**config.mk**
```make
export PLATFORM = sky130hd
export DESIGN_NAME = psum_row_collector_flat
export DESIGN_NICKNAME = d
export VERILOG_FILES = /design/src/rtl/psum_row_collector_pkg.sv /design/src/rtl/psum_row_collector_if.sv /design/src/rtl/psum_row_collector_fifo.sv /design/src/rtl/psum_row_collector.sv /design/src/flat_wrapper.sv
export SDC_FILE = /design/constraint.sdc
export NUM_CORES = 1
export LEC_CHECK = 0
export CORE_AREA = 2 2 86 63
export CTS_CLUSTER_DIAMETER = 60
export CTS_CLUSTER_SIZE = 10
export DETAILED_ROUTE_END_ITERATION = 12
export DIE_AREA = 0 0 88 65
export PLACE_DENSITY_LB_ADDON = 0.12
export SLEW_MARGIN = 20
export SYNTH_ARGS = -nofsm -noshare
export SYNTH_HDL_FRONTEND = slang
export SYNTH_SLANG_ARGS = --single-unit
```
**constraint.sdc**
```tcl
create_clock -name clk -period 3.6 [get_ports clk]
set_input_delay 0.72 -clock clk [delete_from_list [all_inputs] [get_ports clk]]
set_output_delay 0.72 -clock clk [all_outputs]
set_load 0.05 [all_outputs]
```
**src/rtl/psum_row_collector_pkg.sv**
```systemverilog
// Shared types and constants for the psum row collector: FSM states,
// partial-sum width derivation and saturation limits.
package psum_pkg;

  typedef enum logic [1:0] {IDLE, COLLECT, DONE} state_t;

  function automatic int psum_width(input int matrix_size, input int input_width);
    return $clog2(matrix_size * (2 ** input_width)) - 1;
  endfunction

  // Clamp range for a signed INPUT_WIDTH+1 value
  function automatic int sat_max(input int input_width);
    return (2 ** input_width) - 1;
  endfunction

  function automatic int sat_min(input int input_width);
    return -(2 ** input_width);
  endfunction

  localparam int DEFAULT_INPUT_WIDTH = 8;
  localparam int DEFAULT_SAT_MAX     = sat_max(DEFAULT_INPUT_WIDTH);
  localparam int DEFAULT_SAT_MIN     = sat_min(DEFAULT_INPUT_WIDTH);

endpackage

```
**src/rtl/psum_row_collector_if.sv**
```systemverilog
// PE-side read handshake and downstream valid/ready stream of the collector.
interface psum_row_collector_if #(
  parameter int PSUM_WIDTH = 9
);
  logic                         PE_read_req;
  logic                         PE_read_ready;
  logic signed [PSUM_WIDTH-1:0] final_partialmul_in;
  logic signed [PSUM_WIDTH-1:0] out_data;
  logic                         out_valid;
  logic                         out_ready;

  modport master (
    output PE_read_req, out_data, out_valid,
    input  PE_read_ready, final_partialmul_in, out_ready
  );

  modport slave (
    input  PE_read_req, out_data, out_valid,
    output PE_read_ready, final_partialmul_in, out_ready
  );
endinterface

```
**src/rtl/psum_row_collector_fifo.sv**
```systemverilog
// psum_fifo: synchronous FIFO with registered occupancy count; DEPTH must be
// a power of two so the pointers wrap naturally.
module psum_fifo #(
  parameter int WIDTH = 9,
  parameter int DEPTH = 4
) (
  input  logic             clk,
  input  logic             rst,
  input  logic             i_push,
  input  logic [WIDTH-1:0] i_data,
  input  logic             i_pop,
  output logic [WIDTH-1:0] o_data,
  output logic             o_full,
  output logic             o_empty
);
  localparam int AW = $clog2(DEPTH);

  logic [WIDTH-1:0] r_mem [DEPTH];
  logic [AW-1:0]    r_wptr;
  logic [AW-1:0]    r_rptr;
  logic [AW:0]      r_count;
  logic             w_push;
  logic             w_pop;

  assign o_full  = (r_count == (AW+1)'(DEPTH));
  assign o_empty = (r_count == '0);
  assign w_push  = i_push && !o_full;
  assign w_pop   = i_pop && !o_empty;
  assign o_data  = r_mem[r_rptr];

  always_ff @(posedge clk or posedge rst) begin
    if (rst) begin
      for (int unsigned i = 0; i < DEPTH; i++) r_mem[i] <= '0;
      r_wptr  <= '0;
      r_rptr  <= '0;
      r_count <= '0;
    end else begin
      if (w_push) begin
        r_mem[r_wptr] <= i_data;
        r_wptr        <= r_wptr + 1'b1;
      end
      if (w_pop) r_rptr <= r_rptr + 1'b1;
      case ({w_push, w_pop})
        2'b10:   r_count <= r_count + 1'b1;
        2'b01:   r_count <= r_count - 1'b1;
        default: r_count <= r_count;
      endcase
    end
  end
endmodule

```
**src/rtl/psum_row_collector.sv**
```systemverilog
// Right-edge drain for one systolic row: requests MATRIX_SIZE final sums from
// the last PE, buffers them and streams them out. Optional macro: PSUM_SAT_EN.
module psum_row_collector
  import psum_pkg::*;
#(
  parameter int MATRIX_SIZE = 3,
  parameter int INPUT_WIDTH = 8,
  parameter int PSUM_WIDTH  = psum_width(MATRIX_SIZE, INPUT_WIDTH),
  parameter int FIFO_DEPTH  = 4
) (
  input  logic                   clk,
  input  logic                   reset,
  input  logic                   start,
  psum_row_collector_if.master   bus,
  output logic                   row_done,
  output logic                   busy
`ifdef PSUM_SAT_EN
  ,
  output logic                   sat_flag
`endif
);
  localparam int CW = $clog2(MATRIX_SIZE + 1);

  state_t                  r_state;
  state_t                  w_state_nxt;
  logic [CW-1:0]           r_cnt;
  logic                    w_req;
  logic                    w_push;
  logic                    w_pop;
  logic                    w_last;
  logic                    w_full;
  logic                    w_empty;
  logic                    w_start_ok;
  logic [PSUM_WIDTH-1:0]   w_din;
  logic [PSUM_WIDTH-1:0]   w_dout;

  assign w_start_ok = (r_state == IDLE) && start;
  // Request is gated by the registered full flag, so a same-cycle pop cannot re-raise it
  assign w_req      = (r_state == COLLECT) && !w_full;
  assign w_push     = w_req && bus.PE_read_ready;
  assign w_pop      = !w_empty && bus.out_ready;
  assign w_last     = (r_cnt == CW'(MATRIX_SIZE - 1));

  always_ff @(posedge clk or posedge reset) begin
    if (reset) r_state <= IDLE;
    else       r_state <= w_state_nxt;
  end

  always_comb begin
    w_state_nxt = r_state;
    row_done    = 1'b0;
    busy        = 1'b0;
    case (r_state)
      IDLE:    if (start) w_state_nxt = COLLECT;
      COLLECT: begin
        busy = 1'b1;
        if (w_push && w_last) w_state_nxt = DONE;
      end
      DONE: begin
        row_done    = 1'b1;
        w_state_nxt = IDLE;
      end
      default: w_state_nxt = IDLE;
    endcase
  end

  always_ff @(posedge clk or posedge reset) begin
    if (reset)           r_cnt <= '0;
    else if (w_start_ok) r_cnt <= '0;
    else if (w_push)     r_cnt <= r_cnt + 1'b1;
  end

`ifdef PSUM_SAT_EN
  localparam int SAT_HI = sat_max(INPUT_WIDTH);
  localparam int SAT_LO = sat_min(INPUT_WIDTH);

  logic w_clamp_hi;
  logic w_clamp_lo;

  assign w_clamp_hi = int'(bus.final_partialmul_in) > SAT_HI;
  assign w_clamp_lo = int'(bus.final_partialmul_in) < SAT_LO;
  assign w_din      = w_clamp_hi ? PSUM_WIDTH'(SAT_HI) :
                      w_clamp_lo ? PSUM_WIDTH'(SAT_LO) : bus.final_partialmul_in;

  always_ff @(posedge clk or posedge reset) begin
    if (reset)                                sat_flag <= 1'b0;
    else if (w_start_ok)                      sat_flag <= 1'b0;
    else if (w_push && (w_clamp_hi || w_clamp_lo)) sat_flag <= 1'b1;
  end
`else
  assign w_din = bus.final_partialmul_in;
`endif

  psum_fifo #(
    .WIDTH(PSUM_WIDTH),
    .DEPTH(FIFO_DEPTH)
  ) u_fifo (
    .clk    (clk),
    .rst    (reset),
    .i_push (w_push),
    .i_data (w_din),
    .i_pop  (w_pop),
    .o_data (w_dout),
    .o_full (w_full),
    .o_empty(w_empty)
  );

  assign bus.PE_read_req = w_req;
  assign bus.out_valid   = !w_empty;
  assign bus.out_data    = w_dout;
endmodule

```
**src/flat_wrapper.sv**
```systemverilog
// flat-port wrapper written by rule: the top's interface ports become plain ports
module psum_row_collector_flat import psum_pkg::*;
#(
  parameter int MATRIX_SIZE = 3,
  parameter int INPUT_WIDTH = 8,
  parameter int PSUM_WIDTH  = psum_width(MATRIX_SIZE, INPUT_WIDTH),
  parameter int FIFO_DEPTH  = 4
)
  (clk, reset, start, row_done, busy, bus_PE_read_req, bus_out_data, bus_out_valid, bus_PE_read_ready, bus_final_partialmul_in, bus_out_ready);
  psum_row_collector_if #(.PSUM_WIDTH(PSUM_WIDTH)) bus_i ();
  input  logic clk;
  input  logic reset;
  input  logic start;
  output logic row_done;
  output logic busy;
  output wire logic [$bits(bus_i.PE_read_req)-1:0] bus_PE_read_req;
  output wire logic [$bits(bus_i.out_data)-1:0] bus_out_data;
  output wire logic [$bits(bus_i.out_valid)-1:0] bus_out_valid;
  input wire logic [$bits(bus_i.PE_read_ready)-1:0] bus_PE_read_ready;
  input wire logic [$bits(bus_i.final_partialmul_in)-1:0] bus_final_partialmul_in;
  input wire logic [$bits(bus_i.out_ready)-1:0] bus_out_ready;
  assign bus_PE_read_req = bus_i.PE_read_req;
  assign bus_out_data = bus_i.out_data;
  assign bus_out_valid = bus_i.out_valid;
  assign bus_i.PE_read_ready = bus_PE_read_ready;
  assign bus_i.final_partialmul_in = bus_final_partialmul_in;
  assign bus_i.out_ready = bus_out_ready;
  psum_row_collector #(.MATRIX_SIZE(MATRIX_SIZE), .INPUT_WIDTH(INPUT_WIDTH), .PSUM_WIDTH(PSUM_WIDTH), .FIFO_DEPTH(FIFO_DEPTH)) u_core (.clk(clk), .reset(reset), .start(start), .bus(bus_i), .row_done(row_done), .busy(busy));
endmodule
```
Word level (Yosys, flattened, before mapping)
Cells that the tools add are included.

storage, ports and cells
  register bits after elaboration = 47
  bits of input ports = 14
  output and inout bits = 13
  word-level logic and storage cells = 56

cells by class
  add/sub/neg operators = 5
  $lt $le $gt $ge = 3
  eq/ne operators = 8
  muxes and demuxes = 14
  bitwise operators = 2
  reduce and logical (&&, ||, !) cells = 15

operators with widths
  cell                   number
  $bwmux W36             1
  $mux W9                3
  $bmux W9 S2            1
  $demux W9 S2           1
  $logic_and A1 B1 Y1    8
  $mux W2                4
  $add A2 B1 Y2 const B  3
  $eq A2 B2 Y1 const B   3
  $ge A3 B3 Y1 const B   2
  $not A2 Y3             2
  $pmux W3 S2            1
  $eq A2 B1 Y1 const B   2
  $ne A2 B2 Y1 const B   2
  $pmux W2 S2            1
  $reduce_bool A2 Y1     2
  $add A3 B1 Y3 const B  1
  $eq A3 B3 Y1 const B   1
  $logic_not A3 Y1       1
  $lt A3 B1 Y1 const B   1
  $sub A3 B1 Y3 const B  1
  $logic_not A1 Y1       2
  $logic_not A2 Y1       1
  $mux W1                2
  $reduce_and A2 Y1      1

Depth between registers and ports, before layout
Gate-level depths: netlist of the first run.

  word-level depth = 7
  depth in mapped cells = 11
  depth with buffers taken out = 9

Cells and area by module
From an unflattened synthesis of the first run, not the netlist that was laid out.

second synthesis, totals
  cell total of the unflattened synthesis = 147
  area, all modules = 2183.3 um^2

modules (own cells, without submodules)
  module              times used  cells each  area an instance (um^2)  sequential area each (um^2)
  psum_fifo           1           124         1955.6                   1076.0
  psum_row_collector  1           23          227.7                    100.1

Least setup slack after synthesis of the first run
Ideal clock, no wire load.

  kind = input-to-reg
  from = in bus_PE_read_ready
  to = reg u_core.u_fifo.r_count[2]
  setup time = 79 ps
  arrival time = 2244 ps
  data required time = 3521 ps
  setup slack = 1277 ps
  stages on the path = 10
  path buffers = 1
  path through = and3b_2 -> and2_1 -> buf_2 -> inv_1 -> ha_1 -> inv_1 -> fa_1 -> xor2_1 -> nor2_1 -> xor2_1

between the ends
  longest elaborated chain between the ends = 4
  elaborated cells on any way between the ends = 6
  classes of those cells = eq/ne: 2; mux: 1; reduce/logical: 3

ends and longest elaborated chain
  what                                                      line                           RTL
  start, declared                                           flat_wrapper.sv:19             input wire logic [$bits(bus_i.PE_read_ready)-1:0] bus_PE_read_ready;
  $logic_and A1 B1 Y1 *                                     psum_row_collector.sv:40       assign w_push = w_req && bus.PE_read_ready;
  $logic_and A1 B1 Y1 *                                     psum_row_collector_fifo.sv:27  assign w_push = i_push && !o_full;
  $eq A2 B1 Y1 / $eq A2 B2 Y1 (equally long branches)       psum_row_collector_fifo.sv:43  case ({w_push, w_pop})
  $pmux W3 S2 / $reduce_bool A2 Y1 (equally long branches)  -
  end signal, assigned                                      psum_row_collector_fifo.sv:44  2'b10: r_count <= r_count + 1'b1;
  end signal, assigned                                      psum_row_collector_fifo.sv:45  2'b01: r_count <= r_count - 1'b1;
  end signal, assigned                                      psum_row_collector_fifo.sv:46  default: r_count <= r_count;
  end, declared                                             psum_row_collector_fifo.sv:21  logic [AW:0] r_count;

Mark *: on every way between the ends. The rest lies on a longest branch, timed or not.
A chain may end at the register's enable or synchronous reset.

Final worst setup path of the first run
  from = reg u_core.u_fifo.r_rptr[0]
  to = out bus_out_data[7]

between the ends
  longest elaborated chain between the ends = 4

ends and longest elaborated chain
  what                                         line                           RTL
  start, declared                              psum_row_collector_fifo.sv:20  logic [AW-1:0] r_rptr;
  start signal, assigned                       psum_row_collector_fifo.sv:42  if (w_pop) r_rptr <= r_rptr + 1'b1;
  $not A2 Y3 (implied by the code)             psum_row_collector_fifo.sv:29  assign o_data = r_mem[r_rptr];
  $bmux W9 S2                                  psum_row_collector_fifo.sv:29
  $mux W9 (implied by the code) (2 in series)  psum_row_collector_fifo.sv:29
  end, declared                                flat_wrapper.sv:17             output wire logic [$bits(bus_i.out_data)-1:0] bus_out_data;

Every way passes these cells. The select of a mux whose other input is x is not followed.

==> impl_metrics.tcl, run 1 <==
set metrics [dict create \
    status "finished, final reports clean" \
    cp.required_ps 2880 \
    muxShareOfSynthArea_pct 33.2 \
    postCtsHoldBufs 0 \
    setup_viol 0 \
    synth-edff-count 0 \
    ys_top_cells_by_area "dfrtp_1 (50%), mux2_4 (24%), mux4_2 (8.6%), ha_1 (3.2%), buf_6 (2.4%)" \
    drive_gt1_share_pct 38.7 \
    synth_compound_area_share_pct 0.953 \
    async_flop_share_pct 100 \
    drt_iter0_markers 35 \
    nets 193 \
    clock_sinks 47 \
    synth_area_mm2 0.00236 \
    cts_max_level 2 \
    reg2regPathDepth 9 \
    worstSetupStartpointType "flop" \
    r2r_start "u_core.u_fifo.r_count[0]" \
    io_pins 27 \
    rows 22 \
    grt_remaining_overflow 0 \
    clk_path_buf_depth 2 \
    synth_top_family_by_area "multiplexers" \
    worstHoldStart "u_core.r_state[1]" \
    rr_endpoint "u_core.u_fifo.r_count[2]" \
    grt_pass1_vias 1476 \
    ys_ff_latch 47 \
    worstSetupPathType "reg2out" \
    yosys_warnings 0 \
    dieArea_mm2 0.00572 \
    rsz0062_at_grt "no" \
    cts_tree "yes" \
    place.port_buffers 26 \
    hold_path_class "reg2reg" \
    r2r_slack_ps 1150 \
    numCtsBuffers 5 \
    place_hpwl_um 2940 \
    syn-num-nets 166 \
    grt_pass1_wl_um 7550 \
    synth_flop_cell "dfrtp_1" \
    ys_seq_area_share_pct 49.8 \
    clk_latency_ps 300 \
    grt_max_degree 33 \
    ctsResizeCount 0 \
    clock_skew_ps 8.17 \
    synth_xor_area_share_pct 2.22 \
    first_pass_iters 3 \
    yosysMostFrequentCell "dfrtp_1" \
    gp_congestion 0.713 \
    finalMaxSlewViolations 0 \
    synth_top_area_cell "dfrtp_1" \
    crit_fanout 11 \
    synth_adder_area_share_pct 4.03 \
    worstHoldEndpoint "u_core.r_state[0]" \
    initial_core_util_pct 47.4 \
    nFillCells 396 \
    arrival_ps 2410 \
    synth-simple-area-share_pct 5.61 \
    ant_nets 0 \
    wl_per_cell_um 17.5 \
    core_area_mm2 0.00498 \
    postCtsSetupBuffers 0 \
    vias 1222 \
    min_period_ps 3130 \
    via_per_inst 4.99 \
    track_usage_pct 18.0 \
    slew_headroom_pct 53.4 \
    die_w_um 88 \
    cp-end-kind "output pin" \
    clkTransAtPathRegs_ps 80 \
    cts-root-buf "clkbuf_8" \
    setup_tns_ps 0 \
    finalWirelength_um 4280 \
    drc 0 \
    synthToLayoutAreaGrowth_pct 17.5 \
    cap_violations 0 \
    die_h_um 65 \
    diodes 0 \
    final-hold-violation-count 0 \
    synth_cell_types 27 \
    tightest_slew_ps 699 \
    clock.fmax_mhz 319 \
    synthTopCellsByCount "dfrtp_1 (47), mux2_4 (38), mux4_2 (9)" \
    synth_top_area_share_pct 49.8 \
    synth_cells 145 \
    period_share_pct 87.0 \
    syn_area_per_cell_um2 16.3 \
    antenna_found_initial 0 \
    whs_path_depth 1 \
]
==> stage by stage <==
step | worst slack [ps] | instance area [um2] | instances | util (%) | hold slack, ps
after floorplan | 1280 | 2360 | 145 | - | 460
after global placement | 793 | 2660 | 237 | 53.3 | 473
after detailed placement | 727 | 2660 | 237 | 53.3 | 491
after CTS | 412 | 2780 | 245 | 55.7 | 503
after global routing | 318 | 2780 | 245 | 55.7 | 520
final | 468 | 2780 | 245 | 55.7 | 497
==> layout by cell type, fill, tap and decap left out <==
cell	n
nor3b_1	1
a21oi_1	1
clkdlybuf4s50_1	26
inv_1	7
mux2i_1	1
and2_2	1
or3b_1	1
xor2_1	3
buf_4	2
mux2_4	38
ha_1	6
or3_2	1
a211oi_1	1
bufinv_16	1
and3b_2	1
mux4_2	9
clkinv_2	1
clkbuf_8	6
nor3_1	1
and2_1	1
nor2b_1	2
and3_4	4
nor2_1	3
inv_2	1
fa_1	1
o31a_2	1
nand2_1	1
and3_2	1
xnor2_1	3
dfrtp_1	47
==> flip-flops by register name (all words and copies together), names as in the netlist <==
register and count:
u_core.r_cnt 2, u_core.u_fifo.r_wptr 2, u_core.u_fifo.r_mem 36, u_core.u_fifo.r_count 3, u_core.r_state 2, u_core.u_fifo.r_rptr 2
==> worst max path at each step <==
stage                                       start                        to  slack (ps)  cells after the start
after floorplan                 bus_PE_read_ready  u_core.u_fifo.r_count[2]        1280                     10
after global placement    u_core.u_fifo.r_rptr[0]           bus_out_data[7]         790                      2
after detailed placement        bus_PE_read_ready  u_core.u_fifo.r_count[2]         730                     10
after CTS                 u_core.u_fifo.r_rptr[0]           bus_out_data[7]         410                      2
after global routing      u_core.u_fifo.r_rptr[0]           bus_out_data[7]         320                      2
final                     u_core.u_fifo.r_rptr[0]           bus_out_data[7]         470                      2
==> worst max-delay path: stages (launching register included) <==
cell,delay (ps)
dfrtp_1,800
mux4_2,590
clkdlybuf4s50_1,720
==> per-layer routing <==
metal	wire, um	share of wire (%)	global-route usage (%)
met1	2070	48	24.6
met4	79	1.8	7.31
met3	115	2.7	4.46
met2	2020	47	27.6
met5	0	0	0
==> cells by family (layout without fill, tap and decap cells) <==
kind of cell | after synthesis | count (layout)
adder cells (fa/ha/maj) | 7 | 7
flip-flops | 47 | 47
XOR/XNOR | 6 | 6
AND/OR/NAND/NOR | 18 | 18
AO/OA/AOI/OAI | 3 | 3
buffers and inverters | 16 | 44
multiplexers | 48 | 48
==> final cells by class <==
type,count,area [um2],share of cell area [%]
clock buffers,6,82.6,2.98
inverters,8,30.0,1.08
flip-flops and latches,47,1180,42.4
multi-input cells,82,1090,39.1
clock inverters,2,35.0,1.26
repair buffers,28,275,9.92
well taps,72,90.1,3.25
Power of run 1 is left out: the tool's default activity adds up to more than one toggle a clock period on the data nets, which glitch-free logic cannot reach.
==> run 2: changes to the inputs <==
--- a/config.mk
+++ b/config.mk
@@ -6,7 +6,6 @@
 export NUM_CORES = 1
 export LEC_CHECK = 0
 export CORE_AREA = 2 2 86 63
-export CTS_CLUSTER_DIAMETER = 60
 export CTS_CLUSTER_SIZE = 10
 export DETAILED_ROUTE_END_ITERATION = 12
 export DIE_AREA = 0 0 88 65
==> results of run 2 <==
Final layout, timing and power as in run 1 (identical DEF).
Power of run 2 is left out for the same reason.
==> run 3: changes to the inputs <==
--- a/config.mk
+++ b/config.mk
@@ -5,12 +5,14 @@
 export SDC_FILE = /design/constraint.sdc
 export NUM_CORES = 1
 export LEC_CHECK = 0
+export CAP_MARGIN = 0
 export CORE_AREA = 2 2 86 63
 export CTS_CLUSTER_SIZE = 10
 export DETAILED_ROUTE_END_ITERATION = 12
 export DIE_AREA = 0 0 88 65
 export PLACE_DENSITY_LB_ADDON = 0.12
-export SLEW_MARGIN = 20
+export SKIP_CTS_REPAIR_TIMING = 1
+export SLEW_MARGIN = 25
 export SYNTH_ARGS = -nofsm -noshare
 export SYNTH_HDL_FRONTEND = slang
 export SYNTH_SLANG_ARGS = --single-unit
==> run 3 against run 2 <==
Against the previous run: die area stayed put; via count rose by 0.25%; clock skew is essentially flat; count of clock-buffer cells in the layout unchanged; sequential share of layout area barely moved; first-iteration DRC count did not move; final area barely moved; final cell count unchanged; global-route usage stayed put; register-to-register slack is essentially flat; critical path type unchanged; critical endpoint unchanged; highest routed layer unchanged.
==> impl_metrics.tcl, run 3 (synthesis gave the netlist of run 1 again) <==
set metrics [dict create \
    cp-end-kind "output pin" \
    drt_iter0_markers 35 \
    io_pins 27 \
    cap_violations 0 \
    cp.depth 2 \
    crit_family "flip-flops" \
    synthToLayoutAreaGrowth_pct 17.5 \
    final-hold-violation-count 0 \
    clk_latency_ps 300 \
    reg2regPathDepth 9 \
    setup_viol 0 \
    finalWirelength_um 4280 \
    grt_max_degree 33 \
    final_cell_mix "dfrtp_1 (47), mux2_4 (38), clkdlybuf4s50_1 (26)" \
    clock.fmax_mhz 319 \
    worstSetupPathType "reg2out" \
    r2r_start "u_core.u_fifo.r_count[0]" \
    multi_input_area_mm2 0.00109 \
    tightest_slew_ps 698 \
    grt_pass1_wl_um 7550 \
    via_per_inst 5.00 \
    rr_endpoint "u_core.u_fifo.r_count[2]" \
    period_share_pct 87.0 \
    first_pass_iters 3 \
    clock_sinks 47 \
    cp.required_ps 2880 \
    cts_max_level 2 \
    clkTransAtPathRegs_ps 80 \
    track_usage_pct 18.0 \
    diodes 0 \
    initial_core_util_pct 47.4 \
    worstSetupStartpointType "flop" \
    core_area_mm2 0.00498 \
    largest_register_ffs 36 \
    arrival_ps 2410 \
    critPathLaunch "u_core.u_fifo.r_rptr[0]" \
    slew_headroom_pct 53.5 \
    drc 0 \
    max_stage_delay_ps 800 \
    die_w_um 88 \
    hold_path_class "reg2reg" \
    dieArea_mm2 0.00572 \
    critPathBufInv 1 \
    seqCellArea_mm2 0.00118 \
    grt_remaining_overflow 0 \
    nFillCells 395 \
    crit_path_top_delay_cell "dfrtp_1" \
    place_hpwl_um 2940 \
    place.port_buffers 26 \
    top_register "u_core.u_fifo.r_mem" \
    clk_path_buf_depth 2 \
    wl_per_cell_um 17.5 \
    status "finished, final reports clean" \
    final_common_cell "dfrtp_1" \
    top_regs "u_core.u_fifo.r_mem x36, u_core.u_fifo.r_count x3" \
    die_h_um 65 \
    setup_tns_ps 0 \
    rows 22 \
    vias 1225 \
    min_period_ps 3130 \
    crit_fanout 11 \
    rsz0062_at_grt "no" \
    ant_nets 0 \
    crit_end "bus_out_data[7]" \
    drive_gt1_share_pct 38.7 \
    r2r_slack_ps 1150 \
    nets 193 \
    antenna_found_initial 0 \
    clock_skew_ps 8.24 \
    numCtsBuffers 5 \
    cts_tree "yes" \
    grt_pass1_vias 1476 \
    gp_congestion 0.713 \
    cts-root-buf "clkbuf_8" \
    crit_chain "mux4_2, clkdlybuf4s50_1" \
    finalMaxSlewViolations 0 \
]
[run 3: changes by cell type in the layout (fill, tap and decap cells not counted)]
| cell | delta |
|---|---|
| clkinv_2 | +1 |
| inv_2 | -1 |
[run 3: cell type report]
class                   count  share of cell area, %
clock inverters             2                   1.26
multi-input cells          82                   39.1
repair buffers             28                   9.91
clock buffers               6                   2.97
inverters                   8                   1.13
flip-flops and latches     47                   42.4
well taps                  72                   3.24
[run 3: stage by stage]
stage	setup slack, ps	cell area [um2]	cells	hold WS, ps	util [%]
6_report	469	2780	245	497	55.7
5_1_grt	318	2780	245	520	55.7
4_1_cts	412	2780	245	503	55.7
3_5_place_dp	727	2660	237	491	53.4
3_3_place_gp	793	2660	237	473	53.3
2_1_floorplan	1280	2360	145	460	-
[run 3: metal layers]
metal | up-vias | part of all wire [%] | global-route usage [%]
li1 | 559 | - | -
met1 | 638 | 48 | 24.6
met2 | 20 | 47 | 27.6
met3 | 8 | 2.7 | 4.46
met4 | 0 | 1.8 | 7.31
met5 | - | 0 | 0
[run 3: worst min-delay path by stage]
stage	start	to	slack [ps]	cells past startpoint
floorplan	u_core.r_state[1]	u_core.r_state[0]	460	1
global placement	u_core.r_state[1]	u_core.r_state[0]	470	1
detailed placement	u_core.r_state[1]	u_core.r_state[0]	490	1
CTS	u_core.r_state[1]	u_core.r_state[0]	500	1
global route	u_core.r_state[1]	u_core.r_state[0]	520	1
finish	u_core.r_state[1]	u_core.r_state[0]	500	1
[run 3: worst reg2reg max path, delay by kind of cell (launching register included)]
kind,cells,cell delay [ps]
simple gates,3,920
fa+ha+maj,2,560
flops,1,430
xor+xnor,2,310
buf+inv,2,150
Power of run 3 is left out for the same reason.
